--- src/rtl/core_pkg.sv ---
// Shared RV32I core definitions: ALU operation codes, SrcA select encoding
// and the ID/EX control bundle carried by the operand stage.
package core_pkg;

    localparam logic [3:0] ALU_AND  = 4'd0;
    localparam logic [3:0] ALU_OR   = 4'd1;
    localparam logic [3:0] ALU_XOR  = 4'd2;
    localparam logic [3:0] ALU_ADD  = 4'd3;
    localparam logic [3:0] ALU_SUB  = 4'd4;
    localparam logic [3:0] ALU_SRL  = 4'd5;
    localparam logic [3:0] ALU_SRA  = 4'd6;
    localparam logic [3:0] ALU_SLL  = 4'd7;
    localparam logic [3:0] ALU_BEQ  = 4'd8;
    localparam logic [3:0] ALU_BNE  = 4'd9;
    localparam logic [3:0] ALU_SLT  = 4'd10;
    localparam logic [3:0] ALU_BGE  = 4'd11;
    localparam logic [3:0] ALU_JALR = 4'd12;
    localparam logic [3:0] ALU_LUI  = 4'd13;
    localparam logic [3:0] ALU_SLTU = 4'd14;
    localparam logic [3:0] ALU_BGEU = 4'd15;

    // Encoding 2'd3 is reserved and behaves as ASEL_ZERO.
    typedef enum logic [1:0] {
        ASEL_RS1  = 2'd0,
        ASEL_PC   = 2'd1,
        ASEL_ZERO = 2'd2
    } a_sel_e;

    typedef struct packed {
        logic       reg_write;
        logic       mem_read;
        logic       mem_write;
        logic       b_imm;
        logic [1:0] a_sel;
    } idex_ctrl_t;

endpackage

--- src/rtl/forward_select.sv ---
// Operand bypass mux: EX/MEM result beats MEM/WB result beats register-file data.
// Register x0 never matches because a producer with rd=0 is ignored.
module forward_select #(
    parameter int DATA_WIDTH     = 32,
    parameter int REG_ADDR_WIDTH = 5
) (
    input  logic [REG_ADDR_WIDTH-1:0] rs,
    input  logic [DATA_WIDTH-1:0]     rs_data,
    input  logic [REG_ADDR_WIDTH-1:0] exmem_rd,
    input  logic                      exmem_reg_write,
    input  logic [DATA_WIDTH-1:0]     exmem_result,
    input  logic [REG_ADDR_WIDTH-1:0] memwb_rd,
    input  logic                      memwb_reg_write,
    input  logic [DATA_WIDTH-1:0]     memwb_result,
    output logic [DATA_WIDTH-1:0]     value
);

    // Priority select of the freshest producer of rs
    always_comb begin
        value = rs_data;
        if (exmem_reg_write && (exmem_rd != '0) && (exmem_rd == rs)) begin
            value = exmem_result;
        end else if (memwb_reg_write && (memwb_rd != '0) && (memwb_rd == rs)) begin
            value = memwb_result;
        end else begin
            value = rs_data;
        end
    end

endmodule

--- src/rtl/ex_operand_stage.sv ---
// ID/EX pipeline register with operand forwarding, load-use stall/bubble
// insertion and branch flush, feeding SrcA/SrcB/operation to the EX ALU.
module ex_operand_stage #(
    parameter int DATA_WIDTH     = 32,
    parameter int OPCODE_LENGTH  = 4,
    parameter int REG_ADDR_WIDTH = 5
) (
    input  logic                      clk,
    input  logic                      reset,
    input  logic                      flush,
    input  logic                      id_valid,
    input  logic [REG_ADDR_WIDTH-1:0] id_rs1,
    input  logic [REG_ADDR_WIDTH-1:0] id_rs2,
    input  logic                      id_use_rs1,
    input  logic                      id_use_rs2,
    input  logic [REG_ADDR_WIDTH-1:0] id_rd,
    input  logic [DATA_WIDTH-1:0]     id_rs1_data,
    input  logic [DATA_WIDTH-1:0]     id_rs2_data,
    input  logic [DATA_WIDTH-1:0]     id_imm,
    input  logic [DATA_WIDTH-1:0]     id_pc,
    input  logic [1:0]                id_a_sel,
    input  logic                      id_b_imm,
    input  logic [OPCODE_LENGTH-1:0]  id_operation,
    input  logic                      id_reg_write,
    input  logic                      id_mem_read,
    input  logic                      id_mem_write,
    input  logic [REG_ADDR_WIDTH-1:0] exmem_rd,
    input  logic                      exmem_reg_write,
    input  logic [DATA_WIDTH-1:0]     exmem_result,
    input  logic [REG_ADDR_WIDTH-1:0] memwb_rd,
    input  logic                      memwb_reg_write,
    input  logic [DATA_WIDTH-1:0]     memwb_result,
    output logic                      id_stall,
    output logic                      ex_valid,
    output logic [DATA_WIDTH-1:0]     src_a,
    output logic [DATA_WIDTH-1:0]     src_b,
    output logic [OPCODE_LENGTH-1:0]  operation,
    output logic [DATA_WIDTH-1:0]     ex_store_data,
    output logic [REG_ADDR_WIDTH-1:0] ex_rd,
    output logic [DATA_WIDTH-1:0]     ex_pc,
    output logic [DATA_WIDTH-1:0]     ex_imm,
    output logic                      ex_reg_write,
    output logic                      ex_mem_read,
    output logic                      ex_mem_write
);

    import core_pkg::*;

    idex_ctrl_t                ctrl_r;
    idex_ctrl_t                id_ctrl_s;
    logic                      ex_valid_r;
    logic [REG_ADDR_WIDTH-1:0] ex_rs1_r;
    logic [REG_ADDR_WIDTH-1:0] ex_rs2_r;
    logic [REG_ADDR_WIDTH-1:0] ex_rd_r;
    logic [DATA_WIDTH-1:0]     rs1_data_r;
    logic [DATA_WIDTH-1:0]     rs2_data_r;
    logic [DATA_WIDTH-1:0]     imm_r;
    logic [DATA_WIDTH-1:0]     pc_r;
    logic [OPCODE_LENGTH-1:0]  op_r;
    logic                      load_use_s;
    logic [DATA_WIDTH-1:0]     rs1_fwd_s;
    logic [DATA_WIDTH-1:0]     rs2_fwd_s;
    logic [DATA_WIDTH-1:0]     src_a_s;

    // Side-effecting controls only survive for a real instruction
    always_comb begin
        id_ctrl_s           = '0;
        id_ctrl_s.reg_write = id_reg_write & id_valid;
        id_ctrl_s.mem_read  = id_mem_read  & id_valid;
        id_ctrl_s.mem_write = id_mem_write & id_valid;
        id_ctrl_s.b_imm     = id_b_imm;
        id_ctrl_s.a_sel     = id_a_sel;
    end

    // Load in EX whose destination is read by the instruction in ID
    always_comb begin
        load_use_s = 1'b0;
        if (ex_valid_r && ctrl_r.mem_read && (ex_rd_r != '0) && id_valid && !flush) begin
            load_use_s = (id_use_rs1 && (id_rs1 == ex_rd_r)) ||
                         (id_use_rs2 && (id_rs2 == ex_rd_r));
        end else begin
            load_use_s = 1'b0;
        end
    end

    // Stage register; flush and bubble clear everything so the ALU sees zeros
    always_ff @(posedge clk) begin
        if (reset || flush || load_use_s) begin
            ex_valid_r <= 1'b0;
            ctrl_r     <= '0;
            ex_rs1_r   <= '0;
            ex_rs2_r   <= '0;
            ex_rd_r    <= '0;
            rs1_data_r <= '0;
            rs2_data_r <= '0;
            imm_r      <= '0;
            pc_r       <= '0;
            op_r       <= '0;
        end else begin
            ex_valid_r <= id_valid;
            ctrl_r     <= id_ctrl_s;
            ex_rs1_r   <= id_rs1;
            ex_rs2_r   <= id_rs2;
            ex_rd_r    <= id_rd;
            rs1_data_r <= id_rs1_data;
            rs2_data_r <= id_rs2_data;
            imm_r      <= id_imm;
            pc_r       <= id_pc;
            op_r       <= id_operation;
        end
    end

    forward_select #(
        .DATA_WIDTH     (DATA_WIDTH),
        .REG_ADDR_WIDTH (REG_ADDR_WIDTH)
    ) u_fwd_rs1 (
        .rs              (ex_rs1_r),
        .rs_data         (rs1_data_r),
        .exmem_rd        (exmem_rd),
        .exmem_reg_write (exmem_reg_write),
        .exmem_result    (exmem_result),
        .memwb_rd        (memwb_rd),
        .memwb_reg_write (memwb_reg_write),
        .memwb_result    (memwb_result),
        .value           (rs1_fwd_s)
    );

    forward_select #(
        .DATA_WIDTH     (DATA_WIDTH),
        .REG_ADDR_WIDTH (REG_ADDR_WIDTH)
    ) u_fwd_rs2 (
        .rs              (ex_rs2_r),
        .rs_data         (rs2_data_r),
        .exmem_rd        (exmem_rd),
        .exmem_reg_write (exmem_reg_write),
        .exmem_result    (exmem_result),
        .memwb_rd        (memwb_rd),
        .memwb_reg_write (memwb_reg_write),
        .memwb_result    (memwb_result),
        .value           (rs2_fwd_s)
    );

    // SrcA select; the reserved encoding reads as zero
    always_comb begin
        src_a_s = '0;
        case (ctrl_r.a_sel)
            ASEL_RS1:  src_a_s = rs1_fwd_s;
            ASEL_PC:   src_a_s = pc_r;
            ASEL_ZERO: src_a_s = '0;
            default:   src_a_s = '0;
        endcase
    end

    assign id_stall      = load_use_s;
    assign ex_valid      = ex_valid_r;
    assign src_a         = src_a_s;
    assign src_b         = ctrl_r.b_imm ? imm_r : rs2_fwd_s;
    assign operation     = op_r;
    assign ex_store_data = rs2_fwd_s;
    assign ex_rd         = ex_rd_r;
    assign ex_pc         = pc_r;
    assign ex_imm        = imm_r;
    assign ex_reg_write  = ctrl_r.reg_write;
    assign ex_mem_read   = ctrl_r.mem_read;
    assign ex_mem_write  = ctrl_r.mem_write;

endmodule

--- config.mk ---
export PLATFORM = sky130hd
export DESIGN_NAME = ex_operand_stage
export DESIGN_NICKNAME = d
export VERILOG_FILES = /design/src/rtl/core_pkg.sv /design/src/rtl/forward_select.sv /design/src/rtl/ex_operand_stage.sv
export SDC_FILE = /design/constraint.sdc
export NUM_CORES = 1
export LEC_CHECK = 0
export CORE_AREA = 2 2 157 159
export CTS_BUF_LIST = sky130_fd_sc_hd__clkbuf_4 sky130_fd_sc_hd__clkbuf_8
export CTS_CLUSTER_DIAMETER = 80
export CTS_CLUSTER_SIZE = 14
export DETAILED_ROUTE_END_ITERATION = 10
export DIE_AREA = 0 0 159 161
export GPL_TIMING_DRIVEN = 0
export PLACE_DENSITY_LB_ADDON = 0.1
export SYNTH_ARGS = -nofsm -noshare
export SYNTH_HDL_FRONTEND = slang
export SYNTH_SLANG_ARGS = --single-unit
--- constraint.sdc ---
create_clock -name clk -period 3.86 [get_ports clk]
set_clock_uncertainty 0.2 [all_clocks]
set_input_delay 0.579 -clock clk [delete_from_list [all_inputs] [get_ports clk]]
set_output_delay 0.579 -clock clk [all_outputs]
set_load 0.02 [all_outputs]
==> summary.md, run 1 <==
| Metric | Value |
|---|---|
| Status | `finished, final reports clean` |
| Htree depth | `4` |
| Syn Nets | `990` |
| Met3 usage | `roughly 6.1%` |
| Final WL | `29160 µm` |
| R2R Path Start | `ex_rd[1]$_SDFF_PP0_` |
| Met1 Track Usage GR | `around a quarter` |
| Vias post-DR | `a little over 7000` |
| CP Data Arrival Time | `roughly 3.0 ns` |
| DRC viols | `0` |
| Non-Filler Instances | `approximately 1500` |
| Clk buf depth | `2` |
| Pwr dens | `approximately 310 mW/mm²` |
| Worst reg2reg path depth | `7` |
| Int Power | `around 2.6 mW` |
| Sw Pwr | `1.142 mW` |
| CP endpoint kind | `output pin` |
| Max-Cap Viols | `0` |
| Slowest-stage cell, CP | `or4_4` |
| Worst setup SP type | `primary input` |
| Final net count | `1423` |
| Fillers | `2407` |
| Area share of the leading cell type in the synthesized netlist | `approximately 43%` |
| Initial Utilization | `between 20% and 30%` |
| Synth cell types | `34` |
| Iter 0 DRT Violations | `224` |
| Wire per inst | `about 19 µm` |
| First-pass GRT wire length | `approximately 44000 µm` |
| HPWL after detailed placement | `roughly 23000 µm` |
| Tot GR Track Use | `between 20% and 30%` |
| Die area | `~0.026 mm²` |
| R2r setup slk | `just over 0.7 ns` |
| Logic pwr share | `a little under a quarter` |
| Clock Sinks | `between 150 and 200` |
| Overflow after GRT | `0` |
| Fraction of layout cells with a size suffix above 1 | `~14%` |
| Hold Buf Count CTS | `0` |
| Clock share of power | `a little under a third` |
| Leakage | `~4.7 nW` |
| Final setup fails | `0` |
| Clock-pin slew on the worst setup and hold paths | `0.10 ns` |
| Leading cell type in the layout, fill and taps excluded | `clkdlybuf4s50_1` |
| Worst slew pin tran | `1.152 ns` |
| Post-Syn Area | `just over 0.007 mm²` |
| Peak supply drop | `0.0001568 V` |
| Placed cell count | `~1500` |
| Avg Inst Size Synth | `between 9 and 10 µm²` |
| DRT Pass-1 Iters | `4` |
| RSZ-0062 raised after global routing | `false` |
| Reg-to-reg endpoint | `rs2_data_r[28]$_SDFF_PP0_` |
| CTS tree | `done` |
| Num CTS Buffers | `17` |
| Area growth from synthesis to layout | `70.61%` |
| Commonest non-fill, non-tap cells in the layout | `clkdlybuf4s50_1 (305), and2_1 (183), dfxtp_1 (154), dlygate4sd2_1 (86), o21ai_1 (61)` |
| Clock Tree Root | `clkbuf_8` |
| Worst Path Required | `between 3 and 4 ns` |
| Largest delay share family, worst path | `buffers and inverters` |
| Post-synth top area cell | `dfxtp_1` |
| Most Crowded Layer GR | `met2` |
| Seq pwr share | `44.8%` |
| Final Cycle Share | `between 90% and 100%` |
| Pin count of the biggest net entering global routing | `17` |
| Crit path cell chain | `dlygate4sd2_1 > or4_4 > o211ai_4 > or2_1 > buf_6 > buf_12 > a31oi_4 > mux2_2 > dlygate4sd2_1` |
| IO buf count | `408` |
| Synth warn | `0` |
| Initial antenna violation count | `0` |
| Met2 Use GR | `a little over two fifths` |
| Sw Share | `a little under a third` |
| DR vias/cell | `approximately 4.7` |
| Crit path time final | `around 3.8 ns` |
| FMAX | `0.2662 GHz` |
| Die width | `approximately 160 µm` |
| Tightest Hold Check Type | `primary input to flip-flop` |
| FP Rows | `57` |
| Vias in the first global route | `about 7500` |
| Antenna-violating nets left | `0` |
| Slew HR | `a little under a quarter` |
| Hold endpoint | `ex_imm[3]$_SDFF_PP0_` |
| Critical path buffers and inverters | `4` |
| Pre-CTS WS | `-0.5205 ns` |
| Hold violation count in the final report | `0` |
| Worst hold start | `id_imm[3]` |
| Top cell by count, worst path | `dlygate4sd2_1` |
| Crit-path max FO | `10` |
| Final Max Tran Viols | `0` |
| GPL Wtd Cong | `0.8512` |
| Setup ws final | `just over 0.1 ns` |
| DIE HEIGHT | `roughly 160 µm` |
| Hold Path Cell Cnt | `2` |
| Slowest stage delay, CP | `roughly 0.57 ns` |
| Worst-Skew Late Latency | `0.45 ns` |
| Yosys reg bits | `around 150` |
| Final setup TNS | `0 ns` |
| Crit Path Class | `primary input to output pin` |
| Core Region | `about 0.024 mm²` |
| Synth Instances | `roughly 760` |
| Sequential area share after synthesis | `a little over two fifths` |
| # IOs | `slightly above 400` |
| Synth top area cells | `dfxtp_1 (43%), and2_1 (16%), a31oi_4 (6.0%)` |
sequential cells by signal (all words and copies together), names as in the netlist:
signal,flops
ex_imm,32
ex_reg_write,1
rs1_data_r,32
ex_mem_write,1
ex_valid,1
ex_rs1_r,5
ex_rs2_r,5
rs2_data_r,32
ctrl_r,3
operation,4
ex_mem_read,1
ex_rd,5
ex_pc,32
synth_stat cells:
master and number:
and2_1 183, dfxtp_1 154, o21ai_1 62, clkbuf_1 43, nand2_1 37, nor3_1 35, o21ai_0 34, a221oi_1 32
mux2_2 32, nand3_1 32, xnor2_1 27, a31oi_4 20, buf_2 17, a31oi_1 12, and3_1 4, nand4_1 4
nor2_1 4, xor2_1 3, buf_12 2, buf_6 2, or3_1 2, or4_4 2, a311oi_2 1, and4b_1 1
buf_1 1, inv_1 1, nor2b_1 1, o2111a_1 1, o2111ai_2 1, o211ai_1 1, o211ai_4 1, o22ai_1 1
or2_1 1, or4_1 1
area by class of cell:
class | count | area [µm²] | share of cell area, %
clock inverter | 13 | 107.6 | 0.8871
multi-input combinational | 535 | 3864 | 31.85
buffer | 64 | 365.4 | 3.012
clock buffer | 19 | 255.2 | 2.104
inverter | 1 | 3.754 | 0.03095
antenna | 1 | 2.502 | 0.02063
tap | 324 | 405.4 | 3.342
timing repair buffer | 415 | 4043 | 33.33
sequential | 154 | 3083 | 25.42
worst register-to-register path: stages (launching register included):
cell,delay (ns)
dfxtp_1,0.43
xnor2_1,0.10
nand4_1,0.11
o22ai_1,0.12
a311oi_2,0.99
clkbuf_1,0.61
buf_2,0.36
and2_1,0.16
per-layer routing:
layer | vias to the layer above | routed length (µm)
met5 | - | 0
met4 | 0 | 632
met3 | 34 | 2140
met2 | 305 | 15120
met1 | 3325 | 11270
li1 | 3509 | -
power groups by stage:
| stage | combinational [mW] | sequential, mW | clock, mW |
|---|---|---|---|
| after floorplan | 0.358 | 1.75 | 0 |
| final | 0.902 | 1.68 | 1.17 |
| after global routing | 0.967 | 1.69 | 1.28 |
| after CTS | 0.907 | 1.68 | 1.23 |
| after global placement | 0.920 | 1.72 | 0 |
| after detailed placement | 0.925 | 1.72 | 0 |
cell families after synthesis:
kind of cell | after synthesis | share of synthesized area [%]
AND/OR/NAND/NOR | 307 | 24.60
buffers and inverters | 66 | 4.452
XOR/XNOR | 30 | 3.696
multiplexers | 32 | 5.069
AO/OA/AOI/OAI | 166 | 18.81
flip-flops | 154 | 43.37
repair_timing:
| item | 4_1_cts | 5_1_grt |
|---|---|---|
| setup endpoints to repair | 96 | 69 |
| cloned | 0 | 0 |
| pin swaps | 7 | 2 |
| resized for setup | 171 | 11 |
| buffers inserted | 6 | 1 |
| endpoints found under the hold margin | 0 | 0 |
worst max path at each step:
stage / depth (start not counted) / slack, ns / end / startpoint
6_report: 9 / 0.10 / src_b[11] / exmem_rd[0]
4_1_cts: 7 / -0.02 / ex_store_data[31] / memwb_rd[2]
2_1_floorplan: 6 / 0.65 / src_b[1] / memwb_rd[3]
3_5_place_dp: 8 / -0.52 / src_a[19] / exmem_rd[1]
3_3_place_gp: 8 / -0.51 / src_a[19] / memwb_rd[1]
5_1_grt: 9 / 0.001 / src_b[11] / exmem_rd[0]
per-stage QoR:
stage	power (mW)	hold slack, ns	util (%)	area (µm²)
4_1_cts	3.826	0.4380	50.42	12080
6_report	3.760	0.4731	50.62	12130
3_5_place_dp	2.645	0.9466	48.40	11600
2_1_floorplan	2.109	0.5007	-	7109
3_3_place_gp	2.640	0.9444	48.40	11600
5_1_grt	3.935	0.4461	50.61	12130
Power figures use the tool's default switching activity.
==> run 2, diff against run 1 <==
--- a/constraint.sdc
+++ b/constraint.sdc
@@ -3,3 +3,3 @@
 set_input_delay 0.579 -clock clk [delete_from_list [all_inputs] [get_ports clk]]
 set_output_delay 0.579 -clock clk [all_outputs]
-set_load 0.02 [all_outputs]
+set_load 0.1 [all_outputs]
==> summary.md, run 2 (same netlist as run 1, synthesis figures left out) <==
| Metric | Value |
|---|---|
| IO buf count | `slightly above 400` |
| Final Max Tran Viols | `0` |
| Area growth from synthesis to layout | `74.92%` |
| Iter 0 DRT Violations | `about 300` |
| DR vias/cell | `~4.7` |
| GPL Wtd Cong | `approximately 0.81` |
| Pwr dens | `roughly 360 mW/mm²` |
| FMAX | `approximately 0.26 GHz` |
| # IOs | `a little over 400` |
| CP Data Arrival Time | `approximately 3 ns` |
| Final Cycle Share | `slightly below 100%` |
| Slowest stage delay, CP | `0.58 ns` |
| Core Region | `0.02396 mm²` |
| Slowest-stage cell, CP | `or4_4` |
| Die width | `roughly 160 µm` |
| Worst-Skew Late Latency | `between 0.4 and 0.5 ns` |
| Tightest Hold Check Type | `primary input to flip-flop` |
| First-pass GRT wire length | `45630 µm` |
| Clock Tree Root | `clkbuf_8` |
| RSZ-0062 raised after global routing | `false` |
| Hold violation count in the final report | `0` |
| Antenna-violating nets left | `0` |
| Crit path time final | `3.834 ns` |
| Clock-pin slew on the worst setup and hold paths | `approximately 0.10 ns` |
| Hold slack | `0.4635 ns` |
| Final net count | `1421` |
| Peak supply drop | `between 0.00015 and 0.0002 V` |
| Final setup TNS | `0 ns` |
| Max-Cap Viols | `0` |
| Overflow after GRT | `0` |
| Crit path cell chain | `clkdlybuf4s50_1 > or4_4 > o2111a_2 > buf_2 > nand3_1 > a31oi_4 > mux2_2 > buf_4` |
| Crit Path Class | `primary input to output pin` |
| Crit-path max FO | `10` |
| CP endpoint kind | `output pin` |
| Post-route cell area | `between 0.01 and 0.015 mm²` |
| Tot GR Track Use | `about a quarter` |
| Leading cell type in the layout, fill and taps excluded | `clkdlybuf4s50_1` |
| Status | `finished, final reports clean` |
| DRT Pass-1 Iters | `4` |
| HPWL after detailed placement | `23890 µm` |
| Die area | `0.02560 mm²` |
| Fraction of layout cells with a size suffix above 1 | `25.85%` |
| Worst setup SP type | `primary input` |
| Clock Sinks | `about 150` |
| Vias post-DR | `between 7000 and 8000` |
| Worst slew pin tran | `1.184 ns` |
| Commonest non-fill, non-tap cells in the layout | `clkdlybuf4s50_1 (308), and2_1 (183), dfxtp_1 (154), buf_4 (71), nand2_1 (37)` |
| Slew HR | `21.05%` |
| Initial antenna violation count | `2` |
| CTS tree | `done` |
| Num CTS Buffers | `17` |
| DIE HEIGHT | `roughly 160 µm` |
| Wire per inst | `~20 µm` |
| Final setup fails | `0` |
| Total power | `4.529 mW` |
| Final WL | `between 30000 and 40000 µm` |
| DRC viols | `0` |
| Critical path buffers and inverters | `3` |
| Clk buf depth | `2` |
| FP Rows | `57` |
| Pin count of the biggest net entering global routing | `17` |
| Worst Path Required | `between 3 and 4 ns` |
| Initial Utilization | `between 20 and 30%` |
| Largest delay share family, worst path | `buffers and inverters` |
| Leakage | `~4.7 nW` |
| Vias in the first global route | `about 7500` |
| Htree depth | `4` |
| Area after DPL | `~0.012 mm²` |
| Layout Utilization | `about 52%` |
run 2: metrics by stage:
stage          std cells  worst slack, ns
5_1_grt             1524        0.0001237
3_5_place_dp        1487           -1.084
2_1_floorplan        755          -0.2936
6_report            1524          0.02554
3_3_place_gp        1487           -1.107
4_1_cts             1520         -0.02113
run 2: timing repair:
item / in CTS / in global routing
pin swaps: 1 / 3
hold endpoints to repair: 0 / 0
hold buffers: 0 / 0
gates cloned: 0 / 2
resized for setup: 605 / 57
endpoints found under the setup margin: 96 / 85
setup buffers: 2 / 1
run 2: power breakdown:
group	switching, mW	internal (mW)	total [mW]
Combinational	1.04	0.517	1.56
Sequential	0.0345	1.65	1.69
Clock	0.722	0.561	1.28
run 2: final cells by class:
class / count / area [µm²]
clock buffers: 18 / 247.7
clock inverters: 14 / 150.1
repair buffers: 413 / 3924
plain buffers: 64 / 374.1
multi-input cells: 535 / 4245
flip-flops and latches: 154 / 3083
diodes: 1 / 2.502
well taps: 324 / 405.4
fillers: 2383 / 11530
inverters: 1 / 3.754
run 2: worst register-to-register path: stages, from the launching register on:
cell and delay (ns):
dfxtp_1 0.44, xnor2_1 0.12, nand4_1 0.10, o22ai_1 0.13, a311oi_2 1.02, clkbuf_1 0.59, buf_2 0.38, and2_1 0.17
run 2: worst paths after layout:
check,to,cells past startpoint,startpoint,slack [ns]
setup reg to reg,rs2_data_r[3]$_SDFF_PP0_,7,ex_rd[4]$_SDFF_PP0_,0.67
setup / recovery,src_b[6],8,memwb_rd[2],0.03
hold reg to reg,ex_rs1_r[1]$_SDFF_PP0_,4,ex_valid$_SDFF_PP0_,1.17
hold / removal,ex_pc[31]$_SDFF_PP0_,2,id_pc[31],0.46
run 2: per-layer routing:
metal | vias to the layer above | wire length [µm] | track usage [%]
met4 | 0 | 497 | 7.066
met5 | - | 0 | 0
li1 | 3499 | - | -
met3 | 26 | 2535 | 6.497
met1 | 3283 | 12610 | 28.19
met2 | 315 | 15050 | 40.89
